$ cat config.mk
export PLATFORM = sky130hd
export DESIGN_NAME = la_pwrseq
export DESIGN_NICKNAME = d
export VERILOG_FILES = /design/src/rtl/la_pwrseq.sv
export SDC_FILE = /design/constraint.sdc
export NUM_CORES = 1
export LEC_CHECK = 0
export ABC_AREA = 0
export CAP_MARGIN = 40
export CORE_AREA = 4 4 60 62
export CTS_CLUSTER_DIAMETER = 50
export DETAILED_ROUTE_END_ITERATION = 10
export DIE_AREA = 0 0 64 66
export GPL_TIMING_DRIVEN = 0
export PLACE_DENSITY = 0.59
export SETUP_SLACK_MARGIN = 0.2
export SKIP_CTS_REPAIR_TIMING = 1
export SLEW_MARGIN = 20
export SYNTH_ARGS = -nofsm -noshare
export SYNTH_HDL_FRONTEND = slang
export SYNTH_SLANG_ARGS = --single-unit
$ cat constraint.sdc
create_clock -name clk -period 1.82 [get_ports clk]
set_input_delay 0.273 -clock clk [delete_from_list [all_inputs] [get_ports clk]]
set_output_delay 0.273 -clock clk [all_outputs]
set_load 0.02 [all_outputs]
$ cat src/rtl/la_pwrseq.sv
// Power-domain sequencer: orders isolation, power-switch enable and domain reset
// so isolation always brackets power transitions of one switchable domain.
//
// state    | meaning
// ---------+----------------------------------------------------------------
// OFF      | domain unpowered, isolated, in reset
// PWRUP    | switch enabled, waiting for synchronized power-good
// SETTLE   | power good, holding domain reset while supply settles
// RELRST   | domain reset released, still isolated
// ON       | domain usable, isolation released
// ISOLATE  | isolation re-asserted, domain still powered and out of reset
// PWRDN    | domain reset and switch disabled, waiting for power-good to fall

module la_pwrseq #(
    parameter int SETTLE  = 4,
    parameter int RSTDLY  = 2,
    parameter int ISODLY  = 2,
    parameter int TIMEOUT = 255
) (
    input  logic clk,
    input  logic nreset,
    input  logic on,
    input  logic pwr_ok,
    output logic pwr_en,
    output logic dom_nreset,
    output logic iso,
    output logic ready,
    output logic busy,
    output logic err
);

    localparam int MAX_A = (SETTLE > RSTDLY) ? SETTLE : RSTDLY;
    localparam int MAX_B = (ISODLY > TIMEOUT) ? ISODLY : TIMEOUT;
    localparam int MAX_P = (MAX_A > MAX_B) ? MAX_A : MAX_B;
    localparam int CW    = $clog2(MAX_P) + 1;

    localparam logic [CW-1:0] C_SETTLE  = CW'(SETTLE - 1);
    localparam logic [CW-1:0] C_RSTDLY  = CW'(RSTDLY - 1);
    localparam logic [CW-1:0] C_ISODLY  = CW'(ISODLY - 1);
    localparam logic [CW-1:0] C_TIMEOUT = CW'(TIMEOUT - 1);

    typedef enum logic [2:0] {
        S_OFF,
        S_PWRUP,
        S_SETTLE,
        S_RELRST,
        S_ON,
        S_ISOLATE,
        S_PWRDN
    } state_t;

    state_t          r_state;
    state_t          w_state_nxt;
    logic [CW-1:0]   r_cnt;
    logic            r_sync1;
    logic            r_sync2;
    logic            r_err;
    logic            r_lock;
    logic            w_err_nxt;
    logic            w_lock_nxt;
    logic            r_pwr_en;
    logic            r_dom_nreset;
    logic            r_iso;
    logic            r_ready;
    logic            r_busy;
    logic            w_pwr_ok_s;

    assign w_pwr_ok_s = r_sync2;

    always_comb begin
        w_state_nxt = r_state;
        w_err_nxt   = r_err;
        w_lock_nxt  = r_lock;
        case (r_state)
            S_OFF: begin
                if (!on) begin
                    w_lock_nxt = 1'b0;
                end else if (!r_lock) begin
                    w_state_nxt = S_PWRUP;
                    w_err_nxt   = 1'b0;
                end
            end
            S_PWRUP: begin
                if (w_pwr_ok_s) begin
                    w_state_nxt = S_SETTLE;
                end else if (r_cnt == C_TIMEOUT) begin
                    w_state_nxt = S_PWRDN;
                    w_err_nxt   = 1'b1;
                    w_lock_nxt  = 1'b1;
                end else if (!on) begin
                    w_state_nxt = S_PWRDN;
                end
            end
            S_SETTLE: begin
                if (!on) begin
                    w_state_nxt = S_PWRDN;
                end else if (r_cnt == C_SETTLE) begin
                    w_state_nxt = S_RELRST;
                end
            end
            S_RELRST: begin
                if (!on) begin
                    w_state_nxt = S_ISOLATE;
                end else if (r_cnt == C_RSTDLY) begin
                    w_state_nxt = S_ON;
                end
            end
            S_ON: begin
                // Brownout wins over a simultaneous sleep request so it is recorded.
                if (!w_pwr_ok_s) begin
                    w_state_nxt = S_ISOLATE;
                    w_err_nxt   = 1'b1;
                    w_lock_nxt  = 1'b1;
                end else if (!on) begin
                    w_state_nxt = S_ISOLATE;
                end
            end
            S_ISOLATE: begin
                if (r_cnt == C_ISODLY) begin
                    w_state_nxt = S_PWRDN;
                end
            end
            S_PWRDN: begin
                if (!w_pwr_ok_s) begin
                    w_state_nxt = S_OFF;
                end else if (r_cnt == C_TIMEOUT) begin
                    w_state_nxt = S_OFF;
                    w_err_nxt   = 1'b1;
                    w_lock_nxt  = 1'b1;
                end
            end
            default: begin
                w_state_nxt = S_OFF;
            end
        endcase
    end

    always_ff @(posedge clk or negedge nreset) begin
        if (!nreset) begin
            r_sync1      <= 1'b0;
            r_sync2      <= 1'b0;
            r_state      <= S_OFF;
            r_cnt        <= '0;
            r_err        <= 1'b0;
            r_lock       <= 1'b0;
            r_pwr_en     <= 1'b0;
            r_dom_nreset <= 1'b0;
            r_iso        <= 1'b1;
            r_ready      <= 1'b0;
            r_busy       <= 1'b0;
        end else begin
            r_sync1 <= pwr_ok;
            r_sync2 <= r_sync1;
            r_state <= w_state_nxt;
            r_err   <= w_err_nxt;
            r_lock  <= w_lock_nxt;

            // Counter only runs inside the timed states and restarts on entry.
            if (w_state_nxt != r_state || w_state_nxt == S_OFF || w_state_nxt == S_ON) begin
                r_cnt <= '0;
            end else begin
                r_cnt <= r_cnt + CW'(1);
            end

            r_pwr_en     <= (w_state_nxt != S_OFF) && (w_state_nxt != S_PWRDN);
            r_dom_nreset <= (w_state_nxt == S_RELRST) || (w_state_nxt == S_ON) ||
                            (w_state_nxt == S_ISOLATE);
            r_iso        <= (w_state_nxt != S_ON);
            r_ready      <= (w_state_nxt == S_ON);
            r_busy       <= (w_state_nxt != S_OFF) && (w_state_nxt != S_ON);
        end
    end

    assign pwr_en     = r_pwr_en;
    assign dom_nreset = r_dom_nreset;
    assign iso        = r_iso;
    assign ready      = r_ready;
    assign busy       = r_busy;
    assign err        = r_err;

endmodule

==> metrics.md <==
| Metric | Value |
|---|---|
| CTS H-tree depth | `1` |
| CTS Buffer Depth | `2` |
| Clk slew on worst S/H paths | `approximately 0.12 ns` |
| Ranking of synthesized cells by area | `dfrtp_1 42%, nor2_1 5.1%, xnor2_1 4.4%, nand2_1 3.8%, ha_1 3.2%` |
| Non-Filler Instances | `180` |
| DRC Markers | `0` |
| Post-Place Cells | `175` |
| Vias in the first global route | `954` |
| Synth top area share | `42.33%` |
| Die Span X | `approximately 64 um` |
| DR iter-0 viols | `80` |
| Max_slew headroom | `a little over two thirds` |
| Type of the worst setup path | `flop to flop` |
| Clock tree sinks | `21` |
| Initial antenna violation count | `0` |
| First-pass GRT wire length | `roughly 4200 um` |
| Fillers | `about 280` |
| Yosys reg bits | `21` |
| Most frequent cell after synthesis | `dfrtp_1` |
| Met3 wire len | `58 um` |
| Switching share of power | `42.38%` |
| PortBufs | `9` |
| Max Fclk | `542.6 MHz` |
| Row count | `20` |
| Net Sw Power | `889.5 uW` |
| Synth Cell Area | `1182 um^2` |
| Least-Margin Pin Slew | `0.4543 ns` |
| Hold Vio Cnt, Final | `0` |
| Antenna Nets Post-Route | `0` |
| Instance count of the mapped netlist | `roughly 120` |
| Mean Syn Cell Area | `9.772 um^2` |
| Pleak | `0.6074 nW` |
| Flop pwr share | `roughly 31%` |
| CTS root buf | `clkbuf_4` |
| Drt via density | `5.172` |
| Pwr dens | `1426 nW/um^2` |
| Post-layout nets | `144` |
| R2R depth | `8` |
| EDFF count, synth | `0` |
| Type of element launching the critical path | `flop` |
| Clock network power share | `10.4%` |
| Met2 routed WL | `around 1200 um` |
| Grt total ovfl | `0` |
| Internal power | `1.209 mW` |
| Largest area contributor in the netlist | `dfrtp_1` |
| Post-synthesis sequential area ratio | `between 40 and 50%` |
| Worst VDD drop | `roughly 0.00079 V` |
| Net count of the mapped netlist | `128` |
| # diodes | `0` |
| Critical Path RT | `2.06 ns` |
| Outcome | `complete, but fails checks` |
| Pre-antenna DRT Iters | `4` |
| Setup crit end | `pwr_en` |
| Min-delay worst type | `input pin to async pin` |
| Multi-input combinational cell area | `681.9 um^2` |
| GRT Total Usage | `12.28%` |
| Total Power | `between 2 and 2.5 mW` |
| RSZ-0062 raised after global routing | `true` |
| Reg-to-reg slack, setup | `-0.02 ns` |
| Area Overhead vs Synth | `24.44%` |
| Clk_skew | `around 0.0036 ns` |
| Period minus WS final | `1.843 ns` |
| Largest net degree at the start of global routing | `13` |
| Worst Setup SP | `r_cnt[0]` |
| Max-cap violation count | `0` |
| Critical path capture point type | `flop` |
| Count of pins over their slew limit | `0` |
| Final worst slack | `-0.02303 ns` |
| CP arrival | `2.08 ns` |
| Commonest cells in the netlist | `20 x dfrtp_1, 16 x nor2_1, 12 x nand2_1` |
| TritonCTS buffer count | `3` |
| Combinational share of power | `58.4%` |
| HPWL after DPL | `1763 um` |
| Reg2reg start | `r_cnt[0]` |
| Sequential cell area | `approximately 530 um^2` |
| Synth async-reset ratio | `100.0%` |
| Distinct cells, synth | `41` |
| Final Setup Violations | `1` |
| Vias | `between 900 and 1k` |
| Initial core utilization | `39.05%` |
| M1 WL | `~1100 um` |
| IO Pins | `10` |
| Die height | `66 um` |
| Reg-to-Reg End | `pwr_en` |
| Placer Congestion | `0.8966` |
| Failing checks | `setup timing` |
| CTS tree | `built` |
| Proportion of layout cells with a drive suffix above 1 | `between 20% and 30%` |
| Top layer in use | `met4` |
| Avg WL per Cell | `about 13 um` |
| Die Area | `about 4200 um^2` |
| Final worst path period share | `101.3%` |
| Yosys warns | `0` |
| Core ar. | `~3000 um^2` |
| Skew-Pair Late Insertion Delay | `0.30 ns` |
| CP max FO | `5` |
| Synth Flop Type | `dfrtp_1` |
| Total wire length | `2413 um` |
-- metal layers --
layer  GRT usage [%]  up-vias
met1           16.84      463
met2           19.87       14
li1                -      450
met3           2.381        4
met4           2.965        0
met5               0        -
-- critical path, cell delays in order (launching register included) --
cell and delay (ns):
dfrtp_2 0.45, inv_2 0.05, ha_2 0.15, nand4b_1 0.21
or2_4 0.34, a31oi_4 0.23, nor3_4 0.09, and2_4 0.18
o21ai_2 0.09
-- sequential cells by signal, summed over array words and instances, names as in the netlist --
name	count
r_cnt	9
r_state	3
busy	1
dom_nreset	1
err	1
iso	1
pwr_en	1
r_lock	1
r_sync1	1
r_sync2	1
ready	1
-- cell type report --
| class | count | area share, % |
|---|---|---|
| multi-input combinational | 86 | 46.34 |
| sequential | 21 | 35.88 |
| timing repair buffer | 11 | 7.823 |
| tap | 44 | 3.741 |
| inverter | 10 | 2.551 |
| buffer | 4 | 1.786 |
| clock buffer | 3 | 1.531 |
| clock inverter | 1 | 0.3401 |
-- cell families after synthesis --
group	synth area share [%]
flip-flops	44.55
AND/OR/NAND/NOR	26.24
multiplexers	0.8466
XOR/XNOR	5.185
AO/OA/AOI/OAI	14.60
buffers and inverters	5.396
adder cells (fa/ha/maj)	3.175
-- through the flow --
stage               hold WS, ns   TNS, ns  setup WS [ns]  cell area, um^2  utilization, %
detailed placement       0.3371    -2.385        -0.2566             1368           45.17
global placement         0.3377    -2.126        -0.2364             1353           44.67
CTS                      0.2852   -0.7891        -0.1008             1395           46.07
global route             0.2879    -1.224        -0.1277             1471           48.60
finish                   0.2770  -0.02303       -0.02303             1471           48.60
floorplan              -0.02259         0         0.1826             1207               -
-- power groups by stage --
stage               clock (mW)  sequential [mW]  combinational [mW]
global placement             0            0.662                1.06
global route             0.254            0.674                1.35
floorplan                    0            0.730               0.717
detailed placement           0            0.664                1.08
CTS                      0.231            0.654                1.08
finish                   0.218            0.654                1.23
-- worst min path at each step --
stage | from | to | slack, ns | cells after the start
2_1_floorplan | nreset | busy | -0.02 | 0
3_3_place_gp | r_sync1 | r_sync2 | 0.34 | 0
3_5_place_dp | r_sync1 | r_sync2 | 0.34 | 0
4_1_cts | nreset | r_cnt[1] | 0.29 | 1
5_1_grt | nreset | busy | 0.29 | 1
6_report | nreset | ready | 0.28 | 1
-- cells in the final DEF, fill, tap and decap left out, drive strengths merged, types with 2 or more instances in the layout --
cell / n
nand4: 3
inv: 10
a21o: 2
nor2: 16
xnor2: 6
ha: 3
clkdlybuf4s50: 8
nand2b: 2
nand3: 7
buf: 6
nand2: 12
nor3: 3
dfrtp: 20
nor2b: 3
o21ai: 9
o2111ai: 2
clkbuf: 3
(Power assumes the default switching activity.)
